<file path="config.mk">
export PLATFORM = sky130hd
export DESIGN_NAME = imm_decode_pipe_flat
export DESIGN_NICKNAME = d
export VERILOG_FILES = /design/src/rtl/imm_decode_pipe_pkg.sv /design/src/rtl/imm_decode_pipe_if.sv /design/src/rtl/imm_decode_pipe_field_decode.sv /design/src/rtl/imm_decode_pipe.sv /design/src/flat_wrapper.sv
export SDC_FILE = /design/constraint.sdc
export NUM_CORES = 1
export LEC_CHECK = 0
export BUFFER_PORTS_ARGS = -buffer_cell sky130_fd_sc_hd__buf_2
export CAP_MARGIN = 25
export CORE_ASPECT_RATIO = 0.7
export CORE_UTILIZATION = 35
export DETAILED_ROUTE_END_ITERATION = 8
export PLACE_DENSITY = 0.57
export SLEW_MARGIN = 10
export SYNTH_ARGS = -nofsm -noshare
export SYNTH_HDL_FRONTEND = slang
export SYNTH_HIERARCHICAL = 1
export SYNTH_SLANG_ARGS = --single-unit
export TNS_END_PERCENT = 1
</file>
<file path="constraint.sdc">
create_clock -name clk -period 12.2 [get_ports clk]
set_clock_uncertainty 0.1 [all_clocks]
set_input_delay 1.83 -clock clk [delete_from_list [all_inputs] [get_ports clk]]
set_output_delay 1.83 -clock clk [all_outputs]
set_load 0.03 [all_outputs]
</file>
<file path="src/rtl/imm_decode_pipe_pkg.sv">
// Shared opcodes, format codes and the decoded-field record for the RV32I
// immediate/field decode pipeline.
package imm_decode_pkg;

    localparam logic [6:0] OP_REG    = 7'b0110011;
    localparam logic [6:0] OP_IMM    = 7'b0010011;
    localparam logic [6:0] OP_LOAD   = 7'b0000011;
    localparam logic [6:0] OP_JALR   = 7'b1100111;
    localparam logic [6:0] OP_SYSTEM = 7'b1110011;
    localparam logic [6:0] OP_STORE  = 7'b0100011;
    localparam logic [6:0] OP_BRANCH = 7'b1100011;
    localparam logic [6:0] OP_LUI    = 7'b0110111;
    localparam logic [6:0] OP_AUIPC  = 7'b0010111;
    localparam logic [6:0] OP_JAL    = 7'b1101111;

    typedef enum logic [2:0] {
        FMT_R       = 3'd0,
        FMT_I       = 3'd1,
        FMT_S       = 3'd2,
        FMT_B       = 3'd3,
        FMT_U       = 3'd4,
        FMT_J       = 3'd5,
        FMT_ILLEGAL = 3'd7
    } fmt_e;

    typedef struct packed {
        fmt_e       fmt;
        logic       illegal;
        logic [4:0] rs1;
        logic [4:0] rs2;
        logic [4:0] rd;
        logic [2:0] funct3;
        logic [6:0] funct7;
    } dec_result_t;

    // Anything outside the base opcode map, including compressed encodings
    // (instr[1:0] != 2'b11), falls through to ILLEGAL.
    function automatic fmt_e fmt_of(input logic [6:0] opcode);
        case (opcode)
            OP_REG:                               return FMT_R;
            OP_IMM, OP_LOAD, OP_JALR, OP_SYSTEM:  return FMT_I;
            OP_STORE:                             return FMT_S;
            OP_BRANCH:                            return FMT_B;
            OP_LUI, OP_AUIPC:                     return FMT_U;
            OP_JAL:                               return FMT_J;
            default:                              return FMT_ILLEGAL;
        endcase
    endfunction

endpackage

</file>
<file path="src/rtl/imm_decode_pipe_if.sv">
// Handshake bus of the decode pipeline: instruction in, decoded fields out.
interface imm_decode_pipe_if #(
    parameter int XLEN = 32
);
    logic            in_valid;
    logic            in_ready;
    logic [31:0]     in_instr;
    logic            out_valid;
    logic            out_ready;
    logic [2:0]      out_fmt;
    logic [4:0]      out_rs1;
    logic [4:0]      out_rs2;
    logic [4:0]      out_rd;
    logic [2:0]      out_funct3;
    logic [6:0]      out_funct7;
    logic [XLEN-1:0] out_imm;
    logic            out_illegal;

    modport slave (
        input  in_valid, in_instr, out_ready,
        output in_ready, out_valid, out_fmt, out_rs1, out_rs2, out_rd,
               out_funct3, out_funct7, out_imm, out_illegal
    );

    modport master (
        output in_valid, in_instr, out_ready,
        input  in_ready, out_valid, out_fmt, out_rs1, out_rs2, out_rd,
               out_funct3, out_funct7, out_imm, out_illegal
    );
endinterface

</file>
<file path="src/rtl/imm_decode_pipe_field_decode.sv">
// Combinational RV32I field splitter and immediate generator.
module imm_field_decode
    import imm_decode_pkg::*;
#(
    parameter int XLEN = 32
) (
    input  logic [31:0]     instr,
    output dec_result_t     res,
    output logic [XLEN-1:0] imm
);

    logic signed [31:0]   imm_raw;
    logic signed [XLEN-1:0] imm_x;

    always_comb begin
        res         = '0;
        res.fmt     = fmt_of(instr[6:0]);
        res.illegal = (res.fmt == FMT_ILLEGAL);
        res.rs1     = instr[19:15];
        res.rs2     = instr[24:20];
        res.rd      = instr[11:7];
        res.funct3  = instr[14:12];
        res.funct7  = instr[31:25];
    end

    // Each format is sign-extended to 32 bits here, then widened to XLEN.
    always_comb begin
        imm_raw = '0;
        case (res.fmt)
            FMT_I: imm_raw = {{20{instr[31]}}, instr[31:20]};
            FMT_S: imm_raw = {{20{instr[31]}}, instr[31:25], instr[11:7]};
            FMT_B: imm_raw = {{19{instr[31]}}, instr[31], instr[7], instr[30:25],
                              instr[11:8], 1'b0};
            FMT_U: imm_raw = {instr[31:12], 12'b0};
            FMT_J: imm_raw = {{11{instr[31]}}, instr[31], instr[19:12], instr[20],
                              instr[30:21], 1'b0};
            default: imm_raw = '0;
        endcase
    end

    assign imm_x = XLEN'(imm_raw);
    assign imm   = imm_x;

endmodule

</file>
<file path="src/rtl/imm_decode_pipe.sv">
// Registered instruction decoder with a two-entry skid buffer and a count of
// results consumed downstream.
module imm_decode_pipe
    import imm_decode_pkg::*;
#(
    parameter int XLEN  = 32,
    parameter int CNT_W = 16
) (
    input  logic             clk,
    input  logic             rst,
    imm_decode_pipe_if.slave bus,
    output logic [CNT_W-1:0] dec_count
);

    typedef struct packed {
        dec_result_t     f;
        logic [XLEN-1:0] imm;
    } entry_t;

    dec_result_t     res_p0;
    logic [XLEN-1:0] imm_p0;
    entry_t          entry_p0;

    entry_t           main_p1;
    entry_t           skid_p1;
    logic             vld_p1;
    logic             skid_vld_p1;
    logic             rdy_p1;
    logic [CNT_W-1:0] count_p1;

    logic accept;
    logic drain;
    logic skid_vld_nxt;

    // Stage 0: combinational decode of the presented word
    imm_field_decode #(.XLEN(XLEN)) u_decode (
        .instr (bus.in_instr),
        .res   (res_p0),
        .imm   (imm_p0)
    );

    assign entry_p0 = '{f: res_p0, imm: imm_p0};

    assign accept = bus.in_valid && rdy_p1;
    assign drain  = vld_p1 && bus.out_ready;

    // Ready is only low while skid holds a result, so accept and a full skid
    // never coincide.
    always_comb begin
        skid_vld_nxt = skid_vld_p1;
        if (drain && skid_vld_p1)
            skid_vld_nxt = 1'b0;
        else if (!drain && accept && vld_p1)
            skid_vld_nxt = 1'b1;
    end

    // Stage 1: main/skid registers, ready and drain counter
    always_ff @(posedge clk or posedge rst) begin
        if (rst) begin
            main_p1     <= '0;
            skid_p1     <= '0;
            vld_p1      <= 1'b0;
            skid_vld_p1 <= 1'b0;
            rdy_p1      <= 1'b1;
            count_p1    <= '0;
        end else begin
            skid_vld_p1 <= skid_vld_nxt;
            rdy_p1      <= !skid_vld_nxt;
            if (drain) begin
                count_p1 <= count_p1 + CNT_W'(1);
                if (skid_vld_p1)
                    main_p1 <= skid_p1;
                else if (accept)
                    main_p1 <= entry_p0;
                vld_p1 <= skid_vld_p1 || accept;
            end else if (accept) begin
                if (vld_p1) begin
                    skid_p1 <= entry_p0;
                end else begin
                    main_p1 <= entry_p0;
                    vld_p1  <= 1'b1;
                end
            end
        end
    end

    assign bus.in_ready    = rdy_p1;
    assign bus.out_valid   = vld_p1;
    assign bus.out_fmt     = main_p1.f.fmt;
    assign bus.out_illegal = main_p1.f.illegal;
    assign bus.out_rs1     = main_p1.f.rs1;
    assign bus.out_rs2     = main_p1.f.rs2;
    assign bus.out_rd      = main_p1.f.rd;
    assign bus.out_funct3  = main_p1.f.funct3;
    assign bus.out_funct7  = main_p1.f.funct7;
    assign bus.out_imm     = main_p1.imm;
    assign dec_count       = count_p1;

endmodule
</file>
<file path="src/flat_wrapper.sv">
// flat-port wrapper written by rule: the top's interface ports become plain ports
module imm_decode_pipe_flat import imm_decode_pkg::*;
#(
    parameter int XLEN  = 32,
    parameter int CNT_W = 16
)
  (clk, rst, dec_count, bus_in_valid, bus_in_instr, bus_out_ready, bus_in_ready, bus_out_valid, bus_out_fmt, bus_out_rs1, bus_out_rs2, bus_out_rd, bus_out_funct3, bus_out_funct7, bus_out_imm, bus_out_illegal);
  imm_decode_pipe_if #(.XLEN(XLEN)) bus_i ();
  input  logic clk;
  input  logic rst;
  output logic [CNT_W-1:0] dec_count;
  input wire logic [$bits(bus_i.in_valid)-1:0] bus_in_valid;
  input wire logic [$bits(bus_i.in_instr)-1:0] bus_in_instr;
  input wire logic [$bits(bus_i.out_ready)-1:0] bus_out_ready;
  output wire logic [$bits(bus_i.in_ready)-1:0] bus_in_ready;
  output wire logic [$bits(bus_i.out_valid)-1:0] bus_out_valid;
  output wire logic [$bits(bus_i.out_fmt)-1:0] bus_out_fmt;
  output wire logic [$bits(bus_i.out_rs1)-1:0] bus_out_rs1;
  output wire logic [$bits(bus_i.out_rs2)-1:0] bus_out_rs2;
  output wire logic [$bits(bus_i.out_rd)-1:0] bus_out_rd;
  output wire logic [$bits(bus_i.out_funct3)-1:0] bus_out_funct3;
  output wire logic [$bits(bus_i.out_funct7)-1:0] bus_out_funct7;
  output wire logic [$bits(bus_i.out_imm)-1:0] bus_out_imm;
  output wire logic [$bits(bus_i.out_illegal)-1:0] bus_out_illegal;
  assign bus_i.in_valid = bus_in_valid;
  assign bus_i.in_instr = bus_in_instr;
  assign bus_i.out_ready = bus_out_ready;
  assign bus_in_ready = bus_i.in_ready;
  assign bus_out_valid = bus_i.out_valid;
  assign bus_out_fmt = bus_i.out_fmt;
  assign bus_out_rs1 = bus_i.out_rs1;
  assign bus_out_rs2 = bus_i.out_rs2;
  assign bus_out_rd = bus_i.out_rd;
  assign bus_out_funct3 = bus_i.out_funct3;
  assign bus_out_funct7 = bus_i.out_funct7;
  assign bus_out_imm = bus_i.out_imm;
  assign bus_out_illegal = bus_i.out_illegal;
  imm_decode_pipe #(.XLEN(XLEN), .CNT_W(CNT_W)) u_core (.clk(clk), .rst(rst), .bus(bus_i), .dec_count(dec_count));
endmodule
</file>
==> metrics.txt, run 1 <==
CP Cell Sequence=buf_2, nand3_1, a211oi_4, a21o_1, mux2i_1, o21ai_0; Post-Layout Cell Count=1,033; largest family of logic cells by synthesized area=simple AND/OR/NAND/NOR gates; final RePlAce weighted congestion=0.773; Crit path largest cell delay=0.61 ns; Via Count=~5,000; Fmax=roughly 0.31 GHz; Die Wd=~170 um; XOR/XNOR Fraction of Synth Area=0.0207; YS warnings=6; top cell type's share of synthesized area=0.518; DR WL met3=1.05 mm; Synth Area in Compound Gates=0.0967; Synth Instances=approximately 710; crit path from=bus_in_instr[31]; CP Launch Type=input port; Synth Area in Adders=0.00185; CTS tree=done; Post-CTS Hold Fix Bufs=0; Worst-path clk slew=roughly 0.06 ns; P_sw=between 0.6 and 0.7 mW; Initial Util=0.358; commonest non-fill, non-tap cell in the layout=nand2_1; initial antenna violation count=1; met2 wire length=7.06 mm; drt via density=approximately 4.8; placed instance count=about 1,000; Hold Crit Start=u_core/skid_p1[48]; vias in the first global route=about 4,700; Power Dens Cells=around 230 mW/mm2; CTS resizes=0; Clock Path Buffers=2; Die H=~120 um; DRT Pass-1 Iters=5; endpoints failing setup=0; DRC viols=0; Synth Register Bits=between 100 and 150; Metal-1 WL=~9 mm; # rows=42; Core Area=about 0.019 mm2; Slew Viols, Final=0; Area growth syn-to-layout=18.3%; kind of critical path=input port to flip-flop; sequential share of the synthesized area=0.522; Synth area leader=dfrtp_1; RSZ-0062 raised after global routing=false; Setup TNS=0 ns; H-tree depth=4; commonest cells after routing, fill and taps aside=nand2_1, dfrtp_1, buf_2; DR WL/cell=approximately 16 um; Tcrit/Tclk final=0.261; required time of the worst setup path=12.44 ns; Switching Share=0.377; Area contributors post-synth=dfrtp_1, nand2_1, mux2i_1, o21ai_0, buf_4; measured slew at the worst slew-check pin=0.825 ns; Worst Path Buf+Inv=1; clock tree sinks=around 140; slew margin rel.=0.450; P_leak=between 4 and 5 nW; status=completed; Crit path max-delay family=compound AO/OA/AOI/OAI gates; first-pass GRT wire length=between 20 and 30 mm; detailed placement HPWL=11.3 mm; number of antenna diodes=0; Worst path slowest cell=a211oi_4; nets=approximately 800; DRT iter0 DRCs=389; die area=about 0.020 mm2; mux cell area share after synthesis=0.0949; Most used DFF post-synth=dfrtp_1; Num CTS Buffers=17; crit-path max FO=13; worst r2r src=u_core/bus.out_valid; Clk Tree Root Cell=clkbuf_16; Netlist Area Pre-Place=0.00677 mm2; final worst path period need=3.19 ns; Post-synth EDFFs=0; Port Buffer Count=~110; Routed Antenna Nets=0; CP Data Arrival Time=around 3.4 ns; crit path capture type=flip-flop; Clock Latency Late Sink=around 0.43 ns; largest net degree at the start of global routing=between 80 and 90; total gr overflow=0; max layer used=met4; Avg Cell Area, Syn=~9.6 um2; Synth cell types=52; layout cells sized above 1=0.214; peak supply drop=around 0.000071 V; Worst Hold Class=flip-flop to flip-flop; Routed Wire Length=17.0 mm; Max-Cap Viols=0; Clk pwr share=0.310; IO Count=about 120; Comb pwr share=0.313; GRT Util Overall=0.181; Power, Total=approximately 1.8 mW; Power Internal=~1.1 mW; asr flop ratio synth=1.00; Setup Fix Bufs, Post-CTS=0; Final Hold Fails=0; Post-Syn Nets=~750; Post-Synth Simple-Gate Area=0.202; Sequential Power Share=0.378; Util after Layout=0.423
-- cell usage after synthesis (2+ instances only) --
cell,n
and4b_2,2
and3_1,5
buf_4,28
a21oi_1,2
inv_1,6
clkbuf_1,25
buf_6,2
and4_1,3
and2_1,2
o21ai_0,64
o2bb2ai_1,11
nand2b_1,2
mux2i_1,63
nor3b_1,7
dfrtp_1,140
nor3b_2,2
nand2_1,256
nand3_1,5
nor2_1,6
buf_2,14
xnor2_1,9
a21o_1,9
nor3_1,3
xor2_1,7
nand3b_1,5
a32o_1,4
-- metrics by stage --
| stage | area (um2) | setup WS [ns] | hold slack [ns] |
|---|---|---|---|
| 5_1_grt | 8000 | 8.88 | 0.386 |
| 2_1_floorplan | 6770 | 6.49 | 0.345 |
| 3_5_place_dp | 7330 | 8.57 | 0.361 |
| 4_1_cts | 7970 | 9.00 | 0.375 |
| 3_3_place_gp | 7300 | 8.57 | 0.353 |
| 6_report | 8000 | 9.01 | 0.372 |
-- area by class of cell --
type | count | area, um2
tap | 242 | 303
multi-input combinational | 492 | 2840
fill | 1875 | 10900
timing repair buffer | 120 | 656
clock inverter | 12 | 185
clock buffer | 20 | 457
sequential | 141 | 3530
inverter | 6 | 27.5
-- final timing paths --
check | end | slack, ns | cells past startpoint
worst max register to register | u_core/bus.out_imm[15] | 10.33 | 4
min in group asynchronous | u_core/bus.out_rd[0] | 1.48 | 2
worst min-delay path | u_core/skid_p1[48] | 0.37 | 2
max in group asynchronous | u_core/skid_p1[13] | 9.29 | 3
worst max-delay path | u_core/bus.out_imm[15] | 9.01 | 6
worst min register to register | u_core/skid_p1[48] | 0.37 | 2
-- flip-flops by register name, indices dropped and copies added, names as in the netlist, 3 cells and up --
signal	count
u_core/bus.out_rd	5
u_core/bus.out_fmt	3
u_core/dec_count	16
u_core/bus.out_funct3	3
u_core/bus.out_rs1	5
u_core/bus.out_rs2	5
u_core/bus.out_imm	32
u_core/bus.out_funct7	7
u_core/skid_p1	61
-- logic make-up after synthesis --
group                    Yosys count
AO/OA/AOI/OAI                    101
XOR/XNOR                          16
adder cells (fa/ha/maj)            1
buffers and inverters             75
flip-flops                       141
multiplexers                      64
AND/OR/NAND/NOR                  310
-- worst register-to-register path: cells and delay by family, from the launching register on --
kind | cells | cell delay [ns]
flip-flops | 1 | 0.48
AO/OA/AOI/OAI | 2 | 0.44
buffers and inverters | 1 | 0.31
AND/OR/NAND/NOR | 1 | 0.41
-- per-layer routing --
layer  vias to the layer above  GRT usage
met3                         8     0.0539
met1                      2401      0.282
met2                       123      0.240
li1                       2477          -
met5                         -          0
met4                         0     0.0409
-- power by group through the flow --
| stage | Sequential (mW) | Combinational (mW) | Clock, mW |
|---|---|---|---|
| after floorplan | 0.824 | 0.268 | 0 |
| after global placement | 0.695 | 0.551 | 0 |
| after detailed placement | 0.693 | 0.573 | 0 |
| after CTS | 0.687 | 0.572 | 0.571 |
| after global routing | 0.704 | 0.623 | 0.594 |
| final | 0.685 | 0.567 | 0.562 |
No activity file was read; power rests on OpenSTA's default activity.
==> inputs of run 2 (changes only) <==
- PLACE_DENSITY: 0.57 -> 0.59
- clock period: 12.2 -> 2.8 ns (I/O delays scaled with it)
==> run 2 against run 1 <==
  * The flow now finishes with violations (DRC)
  * Global-route usage rose by 0.30 points
  * Flip-flop and latch count stayed put
  * Hold slack got worse by 0.24 ns
  * Register-to-register slack got worse by 9.4 ns
  * Largest cell class unchanged
==> metrics.txt, run 2 (synthesis gave the netlist of run 1 again) <==
CTS tree=done; Slew Viols, Final=0 (unchanged); Core Area=0.0189 mm2 (unchanged); Setup TNS=0 ns (unchanged); # rows=42 (unchanged); die area=0.0199 mm2 (unchanged); clock tree sinks=141 (unchanged); Initial Util=0.358 (unchanged); crit path capture type=flip-flop; IO Count=115 (unchanged); Port Buffer Count=114 (unchanged); largest net degree at the start of global routing=62 (-30%); Worst Hold Class=input port to flip-flop; CP Launch Type=flip-flop; commonest cells after routing, fill and taps aside=nand2_1, dfrtp_1, buf_2; DRT iter0 DRCs=402 (+3.3%); status=complete, but fails checks; Routed Wire Length=17.2 mm (+1.1%); CP Cell Sequence=nand3_4, buf_4, mux2i_1, o21ai_0; H-tree depth=4 (unchanged); measured slew at the worst slew-check pin=0.714 ns (-0.110 ns); crit-path max FO=26 (+13); Clock Latency Late Sink=0.42 ns (about the same); Power Dens Cells=955 mW/mm2 (+320%); Crit path largest cell delay=0.49 ns (-0.12 ns); peak supply drop=0.000361 V (+410%); vias in the first global route=4,810 (+3.2%); failing checks=DRC; GRT Util Overall=0.184 (+0.00298); Fmax=~0.52 GHz; layout cells sized above 1=0.222 (+0.00787); post-route cell area=0.00799 mm2 (-0.11%); max reg flops=61 (unchanged); Worst path slowest cell=dfrtp_1; Die H=118 um (unchanged); detailed placement HPWL=11.9 mm (+4.6%); Tcrit/Tclk final=0.681; Area growth syn-to-layout=18.1%; post-placement cell area=0.00742 mm2 (+1.2%); DRT Pass-1 Iters=7 (+2); first-pass GRT wire length=27.6 mm (+1.2%); commonest non-fill, non-tap cell in the layout=nand2_1; drt via density=4.83 (-0.35%); required time of the worst setup path=3.00 ns (-9.44 ns); Reg with most FFs=u_core/skid_p1; Worst-path clk slew=0.07 ns (about the same); endpoints failing setup=0 (unchanged); number of antenna diodes=0 (unchanged); RSZ-0062 raised after global routing=false; Final Hold Fails=0 (unchanged); final RePlAce weighted congestion=0.823 (+6.5%); Via Count=5,030 (+0.42%); Die Wd=168 um (unchanged); Clk Tree Root Cell=clkbuf_16; CP Data Arrival Time=2.10 ns (-1.32 ns); fillcell total=1,863 (-0.64%); initial antenna violation count=0 (-1); P_leak=4.38 nW (-0.21%); slew margin rel.=0.524 (+0.0737); DRC viols=1 (+1); Num CTS Buffers=17 (unchanged); final worst path period need=around 1.9 ns; Routed Antenna Nets=0 (unchanged); kind of critical path=flip-flop to flip-flop; Clock Path Buffers=2 (unchanged); Max-Cap Viols=0 (unchanged); nets=823 (+0.98%); total gr overflow=0 (unchanged); DR WL/cell=16.6 um (+0.37%)
[run 2: cell count changes in the layout (fill, tap and decap cells not counted), sizes merged, moves of 2 or more]
cell / delta
buf: +7
inv: +6
bufinv: -4
clkinv: -3
clkinvlp: +3
clkbuf: -2
[run 2: area by class of cell]
cell class | count | area [um2] | area share
clock buffers | 18 | 439 | 0.0549
clock inverters | 14 | 123 | 0.0153
inverters | 6 | 26.3 | 0.00329
multi-input cells | 492 | 2840 | 0.356
flip-flops and latches | 141 | 3530 | 0.442
well taps | 242 | 303 | 0.0379
repair buffers | 128 | 728 | 0.0911
[run 2: worst paths after layout]
| check | from | slack, ns | cells after the start | to |
|---|---|---|---|---|
| setup reg to reg | u_core/bus.out_valid | 0.89 | 4 | u_core/bus.out_funct7[5] |
| setup / recovery | u_core/bus.out_valid | 0.89 | 4 | u_core/bus.out_funct7[5] |
| hold / removal | bus_in_instr[8] | 0.13 | 3 | u_core/skid_p1[43] |
| min in group asynchronous | rst | 0.43 | 3 | u_core/bus.out_rs1[1] |
| hold reg to reg | u_core/skid_p1[59] | 0.37 | 2 | u_core/skid_p1[59] |
| max in group asynchronous | rst | 1.50 | 4 | u_core/bus.out_imm[27] |
[run 2: metrics by stage]
step	setup WS (ns)	cells	hold slack [ns]	util	power, mW
global placement	0.716	1008	0.334	0.392	5.50
detailed placement	0.669	1008	0.337	0.392	5.54
CTS	0.875	1041	0.120	0.422	7.73
floorplan	0.518	708	0.345	-	4.76
global route	0.774	1041	0.128	0.422	8.13
finish	0.892	1041	0.134	0.422	7.64
[run 2: power by group]
part / total, mW / internal, mW / switching, mW
Sequential: 2.98 / 2.62 / 0.361
Combinational: 2.49 / 0.765 / 1.72
Clock: 2.17 / 1.19 / 0.977
[run 2: what timing repair did]
item / CTS / global route
buffers inserted: 0 / 0
endpoints found under the hold margin: 11 / 0
resized for setup: 0 / 0
hold buffers: 1 / 0
[run 2: critical path: cells and delay by family (launching register included)]
family / cells / cell delay (ns)
buf+inv: 1 / 0.46
compound gates: 1 / 0.12
flops: 1 / 0.49
simple gates: 1 / 0.31
mux: 1 / 0.29
[run 2: routing by layer]
layer	vias up	part of all wire	GRT usage
li1	2496	-	-
met1	2411	0.52	0.277
met2	116	0.40	0.246
met3	7	0.069	0.0656
met4	0	0.0071	0.0432
met5	-	0	0
==> inputs of run 3 (changes only) <==
- clock period: 2.8 -> 1.7 ns (I/O delays scaled with it)
==> run 3 against run 2 <==
  * The flow still finishes with violations (DRC)
  * Final cell count rose by 3.7%
  * Combinational power grew 77%
  * Die area unchanged
  * Largest cell class unchanged
  * Power rose by 69%
  * Highest routed layer unchanged
  * Flip-flop and latch count unchanged
  * Wire length grew 1.0%
==> metrics.txt, run 3 (synthesis gave the netlist of run 1 again) <==
Clock Latency Late Sink=0.42 ns (about the same); Routed Wire Length=17.4 mm (+1.0%); P_leak=4.60 nW (+5.1%); crit-path max FO=13 (-50%); # rows=42 (unchanged); Fmax=approximately 0.62 GHz; GRT Util Overall=0.186 (+0.00216); drt via density=4.82 (-0.22%); measured slew at the worst slew-check pin=0.495 ns (-0.219 ns); DRC viols=1 (unchanged); Max-Cap Viols=0 (unchanged); CTS tree=done; Clock Path Buffers=2 (unchanged); RSZ-0062 raised after global routing=false; DRT Pass-1 Iters=8 (+1); failing checks=DRC; final worst path period need=1.62 ns; Port Buffer Count=114 (unchanged); Routed Antenna Nets=0 (unchanged); CP Data Arrival Time=1.85 ns (-0.25 ns); Slew Viols, Final=0 (unchanged); kind of critical path=input port to flip-flop; largest net degree at the start of global routing=91 (+47%); Final Hold Fails=0 (unchanged); Worst Hold Class=input port to flip-flop; Initial Util=0.358 (unchanged); first-pass GRT wire length=28.2 mm (+2.3%); Worst-path clk slew=0.06 ns (about the same); Hold Crit Start=bus_in_instr[27]; commonest cells after routing, fill and taps aside=nand2_1, dfrtp_1, buf_2; multi-input logic area=0.00285 mm2 (about the same); sequential cell area=0.00353 mm2 (about the same); max reg flops=61 (unchanged); Area growth syn-to-layout=24.6%; nets=862 (+4.7%); crit path capture type=flip-flop; Hold WS=0.0241 ns (-0.109 ns); initial antenna violation count=0 (unchanged); Power Dens Cells=1530 mW/mm2 (+60%); post-place setup slack=-0.338 ns (-1.01 ns); slew margin rel.=0.670 (+0.146); total gr overflow=0 (unchanged); DR WL/cell=16.1 um (-2.6%); status=complete, but fails checks; Num CTS Buffers=17 (unchanged); endpoints failing setup=0 (unchanged); die area=0.0199 mm2 (unchanged); Clk Tree Root Cell=clkbuf_16; clock tree sinks=141 (unchanged); required time of the worst setup path=1.94 ns (-1.06 ns); Die H=118 um (unchanged); final RePlAce weighted congestion=0.893 (+8.5%); peak supply drop=0.000751 V (+110%); Reg with most FFs=u_core/skid_p1; Core Area=0.0189 mm2 (unchanged); DRT iter0 DRCs=446 (+11%); CP Launch Type=input port; worst setup margin=0.0819 ns (-0.810 ns); vias in the first global route=5,031 (+4.6%); H-tree depth=4 (unchanged); fillcell total=1,828 (-1.9%); commonest non-fill, non-tap cell in the layout=nand2_1; Die Wd=168 um (unchanged); layout cells sized above 1=0.245 (+0.0231); detailed placement HPWL=12.0 mm (+1.4%); crit path from=bus_in_instr[2]; number of antenna diodes=0 (unchanged); Via Count=5,207 (+3.5%); IO Count=115 (unchanged); Tcrit/Tclk final=0.952; worst r2r src=u_core/bus.out_valid
-- run 3: cell count changes in the layout (fill, tap and decap cells not counted), moves of 3 or more --
cell and delta:
clkinv_2 +3, buf_4 +19, buf_12 +8, inv_8 -3, dlygate4sd3_1 +12, inv_6 -3
-- run 3: routing by layer --
| metal | wire (um) | part of all wire | GRT usage | up-vias |
|---|---|---|---|---|
| li1 | - | - | - | 2571 |
| met1 | 8770 | 0.50 | 0.272 | 2511 |
| met2 | 7250 | 0.42 | 0.256 | 113 |
| met3 | 1240 | 0.071 | 0.0666 | 12 |
| met4 | 154 | 0.0088 | 0.0483 | 0 |
| met5 | 0 | 0 | 0 | - |
-- run 3: worst paths after layout --
| kind | endpoint | slack [ns] | cells after the start |
|---|---|---|---|
| setup / recovery | u_core/bus.out_imm[8] | 0.08 | 6 |
| hold / removal | u_core/skid_p1[34] | 0.02 | 3 |
| setup reg to reg | u_core/bus.out_funct7[6] | 0.10 | 5 |
| hold reg to reg | u_core/bus.out_funct7[3] | 0.37 | 2 |
| max in group asynchronous | u_core/bus.out_funct7[2] | 0.63 | 4 |
| min in group asynchronous | u_core/bus.in_ready | 0.37 | 3 |
-- run 3: final cells by class --
cell class	instances	share of cell area
clock buffers	18	0.0509
repair buffers	167	0.137
multi-input cells	492	0.338
well taps	242	0.0359
inverters	6	0.00312
clock inverters	14	0.0171
flip-flops and latches	141	0.419
-- run 3: what timing repair did --
action,4_1_cts,5_1_grt
endpoints found under the setup margin,1,2
cloned,0,0
resized for setup,1,1
setup buffers,0,1
hold buffers,11,2
endpoints found under the hold margin,149,2
-- run 3: per-stage QoR --
| step | power (mW) | std cells | TNS (ns) | instance area, um2 | utilization |
|---|---|---|---|---|---|
| 2_1_floorplan | 7.84 | 708 | -58.43 | 6770 | - |
| 3_3_place_gp | 9.27 | 1034 | -1.67 | 7720 | 0.408 |
| 3_5_place_dp | 9.35 | 1034 | -3.00 | 7720 | 0.408 |
| 4_1_cts | 13.1 | 1077 | 0 | 8400 | 0.444 |
| 5_1_grt | 13.7 | 1080 | 0 | 8430 | 0.446 |
| 6_report | 12.9 | 1080 | 0 | 8430 | 0.446 |
-- run 3: report_power, final --
group / switching (mW) / internal (mW) / total (mW)
Sequential: 0.558 / 4.32 / 4.88
Combinational: 2.95 / 1.47 / 4.41
Clock: 1.47 / 2.16 / 3.63
-- run 3: critical path, stage by stage --
cell,delay (ns)
buf_2,0.20
mux2i_1,0.36
a22oi_4,0.19
nor3b_1,0.48
mux2i_1,0.17
o21ai_0,0.19
